**config.mk**
```make
export PLATFORM = sky130hd
export DESIGN_NAME = bus_patcher_flat
export DESIGN_NICKNAME = d
export VERILOG_FILES = /design/src/rtl/bus_patcher_if.sv /design/src/rtl/bus_patcher.sv /design/src/flat_wrapper.sv
export SDC_FILE = /design/constraint.sdc
export NUM_CORES = 1
export LEC_CHECK = 0
export CORE_MARGIN = 8
export CORE_UTILIZATION = 40
export CTS_CLUSTER_SIZE = 40
export DETAILED_ROUTE_END_ITERATION = 6
export SYNTH_ARGS = -nofsm -noshare
export SYNTH_HDL_FRONTEND = slang
export SYNTH_SLANG_ARGS = --single-unit
```
**constraint.sdc**
```tcl
create_clock -name clk -period 12.1 [get_ports clk]
set_clock_uncertainty 0.05 [all_clocks]
set_input_delay 2.42 -clock clk [delete_from_list [all_inputs] [get_ports clk]]
set_output_delay 2.42 -clock clk [all_outputs]
set_load 0.01 [all_outputs]
```
**src/rtl/bus_patcher_if.sv**
```systemverilog
// Bus, configuration and trace signals of the patch engine; slave side is the engine,
// master side is the bus model / co-simulation host.
interface bus_patcher_if #(
   parameter int NUM_CH = 4
);
   localparam int CH_W = (NUM_CH > 1) ? $clog2(NUM_CH) : 1;

   logic            RD_n;
   logic            WR_n;
   logic [23:0]     addr;
   logic [7:0]      data_in;
   logic [7:0]      data_out;

   logic            cfg_we;
   logic [CH_W-1:0] cfg_ch;
   logic            cfg_en;
   logic [1:0]      cfg_mode;
   logic [23:0]     cfg_addr;
   logic [7:0]      cfg_data;
   logic [15:0]     hit_count;

   logic            trc_rd;
   logic            trc_valid;
   logic [32:0]     trc_data;
   logic            trc_ovf;
   logic            trc_clr;

   modport master (
      output RD_n, WR_n, addr, data_in,
      output cfg_we, cfg_ch, cfg_en, cfg_mode, cfg_addr, cfg_data,
      output trc_rd, trc_clr,
      input  data_out, hit_count, trc_valid, trc_data, trc_ovf
   );

   modport slave (
      input  RD_n, WR_n, addr, data_in,
      input  cfg_we, cfg_ch, cfg_en, cfg_mode, cfg_addr, cfg_data,
      input  trc_rd, trc_clr,
      output data_out, hit_count, trc_valid, trc_data, trc_ovf
   );
endinterface

```
**src/rtl/bus_patcher.sv**
```systemverilog
// SNES main-bus snoop/patch engine: data_out is combinational (0 cycles), counters and trace 1 cycle after start.
// No backpressure on the bus; trace pushes into a full FIFO are dropped and flagged in trc_ovf.

module bus_patcher_fifo #(
   parameter int W     = 33,
   parameter int DEPTH = 16
) (
   input  logic         clk,
   input  logic         rst,
   input  logic         wr_vld,
   input  logic [W-1:0] wr_dat,
   output logic         full,
   input  logic         rd_rdy,
   output logic         rd_vld,
   output logic [W-1:0] rd_dat
);
   localparam int AW = (DEPTH > 1) ? $clog2(DEPTH) : 1;

   logic [W-1:0]  mem [DEPTH];
   logic [AW-1:0] wr_ptr;
   logic [AW-1:0] rd_ptr;
   logic [AW:0]   cnt;
   logic          do_wr;
   logic          do_rd;

   assign rd_vld = (cnt != '0);
   assign full   = (cnt == (AW+1)'(DEPTH));
   assign do_rd  = rd_rdy & rd_vld;
   // A pop in the same cycle frees the slot, so a full FIFO still accepts.
   assign do_wr  = wr_vld & (~full | do_rd);
   assign rd_dat = rd_vld ? mem[rd_ptr] : '0;

   always_ff @(posedge clk or posedge rst) begin
      if (rst) begin
         wr_ptr <= '0;
         rd_ptr <= '0;
         cnt    <= '0;
      end else begin
         if (do_wr) wr_ptr <= wr_ptr + 1'b1;
         if (do_rd) rd_ptr <= rd_ptr + 1'b1;
         cnt <= cnt + (AW+1)'(do_wr) - (AW+1)'(do_rd);
      end
   end

   always_ff @(posedge clk) begin
      if (do_wr) mem[wr_ptr] <= wr_dat;
   end
endmodule

module bus_patcher #(
   parameter int          NUM_CH      = 4,
   parameter int          TRACE_DEPTH = 16,
   parameter logic [15:0] LFSR_SEED   = 16'hACE1
) (
   input  logic         clk,
   input  logic         rst,
   bus_patcher_if.slave bus
);
   localparam int CH_W = (NUM_CH > 1) ? $clog2(NUM_CH) : 1;

   typedef enum logic [1:0] {
      MODE_PASS   = 2'd0,
      MODE_FORCE  = 2'd1,
      MODE_FREEZE = 2'd2,
      MODE_RANDOM = 2'd3
   } mode_t;

   typedef struct packed {
      logic        wr;
      logic [23:0] addr;
      logic [7:0]  dat;
   } trc_ent_t;

   logic                    ch_en   [NUM_CH];
   mode_t                   ch_mode [NUM_CH];
   logic [23:0]             ch_addr [NUM_CH];
   logic [7:0]              ch_data [NUM_CH];
   logic [NUM_CH-1:0][15:0] ch_cnt;

   logic            active;
   logic            active_q;
   logic            is_wr;
   logic            start;
   logic            cfg_ok;
   logic            hit_vld;
   logic [CH_W-1:0] hit_idx;
   mode_t           win_mode;
   logic [7:0]      win_data;
   logic [15:0]     lfsr;
   logic [7:0]      rnd_hold;
   logic [7:0]      rnd_val;
   logic [7:0]      dout;

   trc_ent_t        push_dat;
   logic            push_vld;
   logic            trc_full;
   logic            trc_ovf_q;

   assign active = ~bus.RD_n | ~bus.WR_n;
   assign is_wr  = ~bus.WR_n;
   assign start  = active & ~active_q;
   assign cfg_ok = (int'(bus.cfg_ch) < NUM_CH);

   // Scan from the top so the lowest matching channel is the one left standing.
   always_comb begin
      hit_vld = 1'b0;
      hit_idx = '0;
      for (int i = NUM_CH - 1; i >= 0; i--) begin
         if (ch_en[i] && (ch_mode[i] != MODE_PASS) && (bus.addr == ch_addr[i])) begin
            hit_vld = 1'b1;
            hit_idx = CH_W'(i);
         end
      end
   end

   assign win_mode = ch_mode[hit_idx];
   assign win_data = ch_data[hit_idx];
   assign rnd_val  = start ? lfsr[7:0] : rnd_hold;

   always_comb begin
      dout = bus.data_in;
      if (active && hit_vld) begin
         case (win_mode)
            MODE_FORCE:  if (!is_wr) dout = win_data;
            MODE_FREEZE: dout = win_data;
            MODE_RANDOM: dout = rnd_val & win_data;
            default:     dout = bus.data_in;
         endcase
      end
   end

   assign bus.data_out = dout;

   always_ff @(posedge clk or posedge rst) begin
      if (rst) begin
         for (int i = 0; i < NUM_CH; i++) begin
            ch_en[i]   <= 1'b0;
            ch_mode[i] <= MODE_PASS;
            ch_addr[i] <= '0;
            ch_data[i] <= '0;
         end
      end else if (bus.cfg_we && cfg_ok) begin
         ch_en[bus.cfg_ch]   <= bus.cfg_en;
         ch_mode[bus.cfg_ch] <= mode_t'(bus.cfg_mode);
         ch_addr[bus.cfg_ch] <= bus.cfg_addr;
         ch_data[bus.cfg_ch] <= bus.cfg_data;
      end
   end

   // A config write to a channel restarts its count even if it also hits this cycle.
   always_ff @(posedge clk or posedge rst) begin
      if (rst) begin
         ch_cnt <= '0;
      end else begin
         for (int i = 0; i < NUM_CH; i++) begin
            if (bus.cfg_we && (bus.cfg_ch == CH_W'(i))) begin
               ch_cnt[i] <= '0;
            end else if (start && hit_vld && (hit_idx == CH_W'(i)) && (ch_cnt[i] != 16'hFFFF)) begin
               ch_cnt[i] <= ch_cnt[i] + 16'd1;
            end
         end
      end
   end

   assign bus.hit_count = cfg_ok ? ch_cnt[bus.cfg_ch] : 16'h0000;

   always_ff @(posedge clk or posedge rst) begin
      if (rst) begin
         active_q <= 1'b0;
         lfsr     <= LFSR_SEED;
         rnd_hold <= '0;
      end else begin
         active_q <= active;
         lfsr     <= {1'b0, lfsr[15:1]} ^ (lfsr[0] ? 16'hB400 : 16'h0000);
         if (start) rnd_hold <= lfsr[7:0];
      end
   end

   assign push_vld      = start & hit_vld;
   assign push_dat.wr   = is_wr;
   assign push_dat.addr = bus.addr;
   assign push_dat.dat  = dout;

   bus_patcher_fifo #(
      .W     ($bits(trc_ent_t)),
      .DEPTH (TRACE_DEPTH)
   ) u_trc_fifo (
      .clk    (clk),
      .rst    (rst),
      .wr_vld (push_vld),
      .wr_dat (push_dat),
      .full   (trc_full),
      .rd_rdy (bus.trc_rd),
      .rd_vld (bus.trc_valid),
      .rd_dat (bus.trc_data)
   );

   // Setting wins over clearing so an overflow in the clear cycle is never lost.
   always_ff @(posedge clk or posedge rst) begin
      if (rst) begin
         trc_ovf_q <= 1'b0;
      end else if (push_vld && trc_full && !bus.trc_rd) begin
         trc_ovf_q <= 1'b1;
      end else if (bus.trc_clr) begin
         trc_ovf_q <= 1'b0;
      end
   end

   assign bus.trc_ovf = trc_ovf_q;
endmodule

```
**src/flat_wrapper.sv**
```systemverilog
// flat-port wrapper written by rule: the top's interface ports become plain ports
module bus_patcher_flat 
#(
   parameter int          NUM_CH      = 4,
   parameter int          TRACE_DEPTH = 16,
   parameter logic [15:0] LFSR_SEED   = 16'hACE1
)
  (clk, rst, bus_RD_n, bus_WR_n, bus_addr, bus_data_in, bus_cfg_we, bus_cfg_ch, bus_cfg_en, bus_cfg_mode, bus_cfg_addr, bus_cfg_data, bus_trc_rd, bus_trc_clr, bus_data_out, bus_hit_count, bus_trc_valid, bus_trc_data, bus_trc_ovf);
  bus_patcher_if #(.NUM_CH(NUM_CH)) bus_i ();
  input  logic clk;
  input  logic rst;
  input wire logic [$bits(bus_i.RD_n)-1:0] bus_RD_n;
  input wire logic [$bits(bus_i.WR_n)-1:0] bus_WR_n;
  input wire logic [$bits(bus_i.addr)-1:0] bus_addr;
  input wire logic [$bits(bus_i.data_in)-1:0] bus_data_in;
  input wire logic [$bits(bus_i.cfg_we)-1:0] bus_cfg_we;
  input wire logic [$bits(bus_i.cfg_ch)-1:0] bus_cfg_ch;
  input wire logic [$bits(bus_i.cfg_en)-1:0] bus_cfg_en;
  input wire logic [$bits(bus_i.cfg_mode)-1:0] bus_cfg_mode;
  input wire logic [$bits(bus_i.cfg_addr)-1:0] bus_cfg_addr;
  input wire logic [$bits(bus_i.cfg_data)-1:0] bus_cfg_data;
  input wire logic [$bits(bus_i.trc_rd)-1:0] bus_trc_rd;
  input wire logic [$bits(bus_i.trc_clr)-1:0] bus_trc_clr;
  output wire logic [$bits(bus_i.data_out)-1:0] bus_data_out;
  output wire logic [$bits(bus_i.hit_count)-1:0] bus_hit_count;
  output wire logic [$bits(bus_i.trc_valid)-1:0] bus_trc_valid;
  output wire logic [$bits(bus_i.trc_data)-1:0] bus_trc_data;
  output wire logic [$bits(bus_i.trc_ovf)-1:0] bus_trc_ovf;
  assign bus_i.RD_n = bus_RD_n;
  assign bus_i.WR_n = bus_WR_n;
  assign bus_i.addr = bus_addr;
  assign bus_i.data_in = bus_data_in;
  assign bus_i.cfg_we = bus_cfg_we;
  assign bus_i.cfg_ch = bus_cfg_ch;
  assign bus_i.cfg_en = bus_cfg_en;
  assign bus_i.cfg_mode = bus_cfg_mode;
  assign bus_i.cfg_addr = bus_cfg_addr;
  assign bus_i.cfg_data = bus_cfg_data;
  assign bus_i.trc_rd = bus_trc_rd;
  assign bus_i.trc_clr = bus_trc_clr;
  assign bus_data_out = bus_i.data_out;
  assign bus_hit_count = bus_i.hit_count;
  assign bus_trc_valid = bus_i.trc_valid;
  assign bus_trc_data = bus_i.trc_data;
  assign bus_trc_ovf = bus_i.trc_ovf;
  bus_patcher #(.NUM_CH(NUM_CH), .TRACE_DEPTH(TRACE_DEPTH), .LFSR_SEED(LFSR_SEED)) u_core (.clk(clk), .rst(rst), .bus(bus_i));
endmodule
```
==> results.ini, run 1 <==
[yosys]
yosysSeqAreaShare_pct=67.5
ys_seq_elements=771
synth_fp_nets=2181
synthCells=2089
syn_area_um2=32500
synth-main-ff-cell=edfxtp_1
synthArstFlopShare_pct=31.5
ys_warn_count=0
synth_edf_count=528
synth_area_per_cell_um2=15.6
ys_types=66

[grt]
grt_usage_pct=18.7
grt_overflow=0
grt_pass1_wl_um=127000
antenna_found_initial=5
grt_max_degree=113
grt_pass1_vias=19509

[run_status]
outcome=finished clean

[routing]
dr.pass1.iters=5
wl_per_cell_um=25.1
wl_um=85200
drc_errors=0
postRouteAntennaNets=0
viasPerCell=5.52
drt_iter0_markers=1519
vias=18703

[power]
power.share.switching_pct=27.2
pwr-share-comb_pct=23.7
p_leak_nw=13.7
powerDensity_nw_per_um2=194
p_int_mw=5.38
power.net_switching_mw=2.00
ir_worst_vdd_mv=0.183
seqPwrFrac_pct=41.8
power.share.clock_pct=34.5

[critical_path]
setup.worst_path.start_class=primary input
rr_startpoint=u_core.ch_addr[71]
ff2ff_setup_slack_ps=7290
crit_top_cell=clkdlybuf4s50_1
critical_path.max_stage_delay_ps=1140
worstReg2RegEnd=u_core.u_trc_fifo.mem[15][20]
path_max_fanout=20
arrival_ps=7360
setup.worst_path.class=in2out
end_kind=primary output
slowest_stage=clkdlybuf4s50_1
required_ps=9630
reg2reg_depth=10
worstPathCellList=clkdlybuf4s50_1 > xor2_1 > nor4_1 > and3b_4 > a2111oi_1 > o311ai_2 > nand2_1 > o31a_1 > o22ai_2 > clkdlybuf4s50_1

[die]
die_area_um2=90700
die_w_um=301
io_pins=135
die_y_um=301
start_util_pct=40.4
coreArea_um2=80500
rows=104

[clock_tree]
ctsHoldBuffers=0
cts.sinks=771
cts_tree=built
clock_path_buffers=3
htree_num_levels=3
worstSkewPairLatency_ps=650
cts_setup_buffers=0
cts_buffers=82
ctsResizeCount=0
root_buffer=clkbuf_16
clk_pin_slew_ps=60

[final_layout]
num-fill-cells=6842
fin_area_um2=38100
fin_util_pct=47.3
drive_above_1_share_pct=19.4
finalNetCount=2352
syn_to_final_growth_pct=17.2

[sta]
slew_headroom_pct=22.9
worstMarginPinSlew_ps=1150
hold_viol=0
post-route-period-util_pct=81.3
grt_setup_unrepaired=false
fmax_ghz=0.102
holdWs_ps=301
fin_setup_tns_ps=0
post-route-min-period_ps=9830
finalSetupViolCount=0
slew_violations=0

[hold_path]
min_to=u_core.lfsr[8]
whs_path_depth=0
hp-class=reg2reg
min_from=u_core.lfsr[9]

[job]
cap_violations=0

[placement]
dp_hpwl_um=53500
io_buffers=134
place_congestion=0.891
placed_area_um2=35300

-- layer usage --
metal | vias to the layer above | global-route usage (%) | share of wire (%) | wire length, um
met5 | - | 0 | 0.015 | 13
met4 | 2 | 4.72 | 2.2 | 1870
met3 | 129 | 3.33 | 5.7 | 4840
met2 | 564 | 30.7 | 49 | 41300
met1 | 9836 | 25.7 | 44 | 37100
li1 | 8172 | - | - | -
-- sequential cells by signal (all words and copies together), names as in the netlist --
register / count
u_core.ch_data: 32
u_core.ch_mode: 8
u_core.u_trc_fifo.rd_ptr: 4
u_core.bus.trc_ovf: 1
u_core.rnd_hold: 8
u_core.active_q: 1
u_core.lfsr: 16
u_core.u_trc_fifo.wr_ptr: 4
u_core.u_trc_fifo.mem: 528
u_core.u_trc_fifo.cnt: 5
u_core.ch_en: 4
u_core.ch_addr: 96
u_core.ch_cnt: 64
-- synth_stat cells, types with 20 or more instances --
cell,number,share of area (%)
clkbuf_1,71,0.82
inv_1,44,0.51
nand4_1,36,0.69
o21ai_0,23,0.35
nor3_1,23,0.35
nor4_1,39,0.75
dfrtp_1,235,18
xnor2_1,61,1.6
and2_1,44,0.85
mux4_2,181,13
nand2_1,360,4.2
nand3_1,30,0.46
nor2_1,83,0.96
buf_1,20,0.23
mux2_2,44,1.5
xor2_1,95,2.6
edfxtp_1,528,49
a21oi_1,25,0.38
-- worst max path at each step --
stage,from,end,slack [ps]
after floorplan,rst,u_core.active_q,2970
after global placement,bus_addr[10],bus_data_out[3],2410
after detailed placement,bus_addr[20],bus_data_out[3],2310
after CTS,bus_addr[20],bus_data_out[3],2260
after global routing,bus_addr[19],bus_data_out[3],2040
final,bus_addr[20],bus_data_out[3],2270
-- power by group through the flow --
stage                     clock [mW]  sequential (mW)  combinational [mW]
final                           2.55             3.08                1.75
after global routing            2.70             3.10                1.88
after CTS                       2.60             3.09                1.79
after detailed placement           0             3.14                1.79
after global placement             0             3.14                1.76
after floorplan                    0             3.02                1.21
-- layout make-up --
cell class / instances / area [um2] / area share, %
multi-input combinational: 1181 / 10200 / 26.7
antenna: 2 / 5.00 / 0.0131
sequential: 771 / 22000 / 57.6
clock buffer: 106 / 2240 / 5.88
inverter: 44 / 173 / 0.453
clock inverter: 46 / 524 / 1.38
timing repair buffer: 180 / 1700 / 4.46
tap: 1060 / 1330 / 3.48
-- logic make-up (layout without fill, tap and decap cells) --
kind of cell | after synthesis | count (layout) | share of synthesized area (%)
flops | 771 | 771 | 67.5
other cells | 0 | 2 | 0
buf+inv | 137 | 376 | 1.62
simple gates | 684 | 684 | 9.89
compound gates | 96 | 96 | 2.02
mux | 229 | 229 | 14.2
xor+xnor | 156 | 156 | 4.20
fa+ha+maj | 16 | 16 | 0.638
-- cells in the final DEF, fill, tap and decap left out, types with 17 or more instances in the layout --
cell type	netlist	routed
dfrtp_1	235	231
nor4_1	39	39
mux2_2	44	44
o21ai_0	23	23
xnor2_1	61	61
a21oi_1	25	25
edfxtp_1	528	528
nand3_1	30	30
buf_4	1	45
nor2_1	83	70
mux4_2	181	181
clkbuf_16	0	82
nand2_1	360	360
clkdlybuf4s50_1	0	134
nand4_1	36	36
nor3_1	23	19
and2_1	44	44
or3_1	17	17
inv_1	44	43
xor2_1	95	95
-- per-stage QoR --
stage	std cells	worst slack [ps]	total power, mW
after detailed placement	3236	2310	4.93
final	3390	2270	7.38
after global placement	3236	2410	4.90
after global routing	3388	2040	7.68
after CTS	3388	2260	7.48
after floorplan	2089	2970	4.23
-- critical path: cells and delay by family --
family,cells,cell delay (ps)
AO/OA/AOI/OAI,4,1800
XOR/XNOR,1,210
buffers and inverters,2,1840
AND/OR/NAND/NOR,3,1050
(Power assumes the default switching activity.)
==> inputs of run 2 (changes only) <==
==> constraint.sdc (replaced) <==
create_clock -name clk -period 8.68 [get_ports clk]
set_clock_uncertainty 0.05 [all_clocks]
set_input_delay 1.736 -clock clk [delete_from_list [all_inputs] [get_ports clk]]
set_output_delay 1.736 -clock clk [all_outputs]
set_load 0.01 [all_outputs]
==> run 2 against run 1 <==
Against the previous run: flip-flop and latch count unchanged; highest routed layer unchanged; hold slack got worse by 4.9 ps; first-iteration DRC count rose by 4.7%; core utilization rose by 0.21 points.
==> results.ini, run 2 (same netlist as run 1, synthesis figures left out) <==
[run_status]
outcome=finished clean

[final_layout]
top_regs=u_core.u_trc_fifo.mem (528), u_core.ch_addr (96), u_core.ch_cnt (64)
finalNetCount=2381  ; +1.2%
final_common_cell=edfxtp_1
drive_above_1_share_pct=20.0  ; +0.60 points
largest_reg_flops=528  ; unchanged
syn_to_final_growth_pct=17.7
top_register=u_core.u_trc_fifo.mem
layout_common_cells=528 x edfxtp_1, 360 x nand2_1, 231 x dfrtp_1, 181 x mux4_2, 134 x clkdlybuf4s50_1

[routing]
viasPerCell=5.56  ; +0.73%
drt_iter0_markers=1590  ; +4.7%
postRouteAntennaNets=0  ; unchanged
vias=18951  ; +1.3%
wl_um=87300  ; +2.4%
dr.pass1.iters=5  ; unchanged
wl_per_cell_um=25.6  ; +1.8%
drc_errors=0  ; unchanged

[clock_tree]
cts.sinks=771  ; unchanged
worstSkewPairLatency_ps=640  ; about the same
root_buffer=clkbuf_16
htree_num_levels=3  ; unchanged
cts_buffers=83  ; +1.2%
ctsResizeCount=0  ; unchanged
cts_tree=built
ctsHoldBuffers=0  ; unchanged
cts_setup_buffers=0  ; unchanged
clock_path_buffers=3  ; unchanged
clk_pin_slew_ps=60  ; about the same

[critical_path]
setup.worst_path.start_class=primary input
arrival_ps=6390  ; -970 ps
setup.worst_path.class=in2out
worstPathCellList=clkdlybuf4s50_1 > xor2_1 > nor4_1 > and4_1 > a2111oi_1 > o311ai_2 > nand2_1 > o31a_1 > o22ai_1 > clkdlybuf4s50_1
worstReg2RegEnd=u_core.u_trc_fifo.mem[3][11]
slowest_stage=clkdlybuf4s50_1
end_kind=primary output
reg2reg_depth=10  ; unchanged
ff2ff_setup_slack_ps=3930  ; -3360 ps
critical_path.max_stage_delay_ps=910  ; -230 ps
required_ps=6890  ; -2740 ps
rr_startpoint=u_core.ch_addr[45]
crit_top_cell=clkdlybuf4s50_1
path_max_fanout=10  ; -50%

[sta]
fmax_ghz=0.122
slew_headroom_pct=23.4  ; +0.42 points
finalSetupViolCount=0  ; unchanged
grt_setup_unrepaired=false
worstMarginPinSlew_ps=1150  ; -4.96 ps
post-route-period-util_pct=94.2
fin_setup_tns_ps=0  ; unchanged
slew_violations=0  ; unchanged
hold_viol=0  ; unchanged
post-route-min-period_ps=8170

[grt]
grt_overflow=0  ; unchanged
grt_usage_pct=19.1  ; +0.47 points
grt_max_degree=153  ; +35%
grt_pass1_vias=19754  ; +1.3%
antenna_found_initial=3  ; -2
grt_pass1_wl_um=130000  ; +2.7%

[power]
power_mw=10.3  ; +39%
ir_worst_vdd_mv=0.221  ; +20%
powerDensity_nw_per_um2=268  ; +39%
p_leak_nw=13.8  ; +0.81%

[placement]
io_buffers=134  ; unchanged
place_congestion=0.920  ; +3.3%
dp_hpwl_um=56200  ; +5.1%

[die]
start_util_pct=40.4  ; unchanged
rows=104  ; unchanged
die_w_um=301  ; unchanged
coreArea_um2=80500  ; unchanged
die_y_um=301  ; unchanged
io_pins=135  ; unchanged
die_area_um2=90700  ; unchanged

[hold_path]
min_to=u_core.lfsr[8]
whs_path_depth=0  ; unchanged
hp-class=reg2reg
min_from=u_core.lfsr[9]

[job]
cap_violations=0  ; unchanged

[run 2: per-layer routing]
layer,up-vias,routed length (um),track usage (%)
met3,129,5250,2.95
met5,-,13,0
li1,8247,-,-
met1,9907,37000,26.3
met2,666,42800,31.6
met4,2,2150,5.58
[run 2: power by group]
group | internal, mW | switching [mW]
logic | 1.34 | 1.16
registers | 4.07 | 0.189
clock network | 2.06 | 1.46
[run 2: worst max path at each step]
stage / start / endpoint / slack, ps / cells past startpoint
3_5_place_dp: bus_addr[3] / bus_data_out[4] / 570 / 10
3_3_place_gp: bus_addr[3] / bus_data_out[4] / 600 / 10
6_report: bus_addr[23] / bus_data_out[4] / 510 / 10
4_1_cts: bus_addr[3] / bus_data_out[4] / 540 / 10
2_1_floorplan: rst / u_core.active_q / 230 / 1
5_1_grt: bus_addr[3] / bus_data_out[4] / 210 / 10
[run 2: area by class of cell]
| type | instances | area, um2 |
|---|---|---|
| Timing Repair Buffer | 208 | 1930 |
| Inverter | 44 | 173 |
| Tap cell | 1060 | 1330 |
| Fill cell | 6845 | 42300 |
| Clock inverter | 35 | 432 |
| Clock buffer | 109 | 2270 |
| Multi-Input combinational cell | 1181 | 10200 |
| Antenna cell | 2 | 5.00 |
| Sequential cell | 771 | 22000 |
[run 2: stage by stage]
step	setup slack, ps	cell area (um2)	hold WS [ps]	utilization, %	instances
6_report	507	38300	296	47.5	3410
2_1_floorplan	234	32500	281	-	2089
3_5_place_dp	572	35600	286	44.2	3264
4_1_cts	544	38300	296	47.5	3408
3_3_place_gp	596	35600	294	44.2	3264
5_1_grt	208	38300	302	47.5	3408
[run 2: worst max-delay path: cells and delay by family]
kind,cells,cell delay [ps]
xor+xnor,1,190
simple gates,3,1050
buf+inv,2,1590
compound gates,4,1790
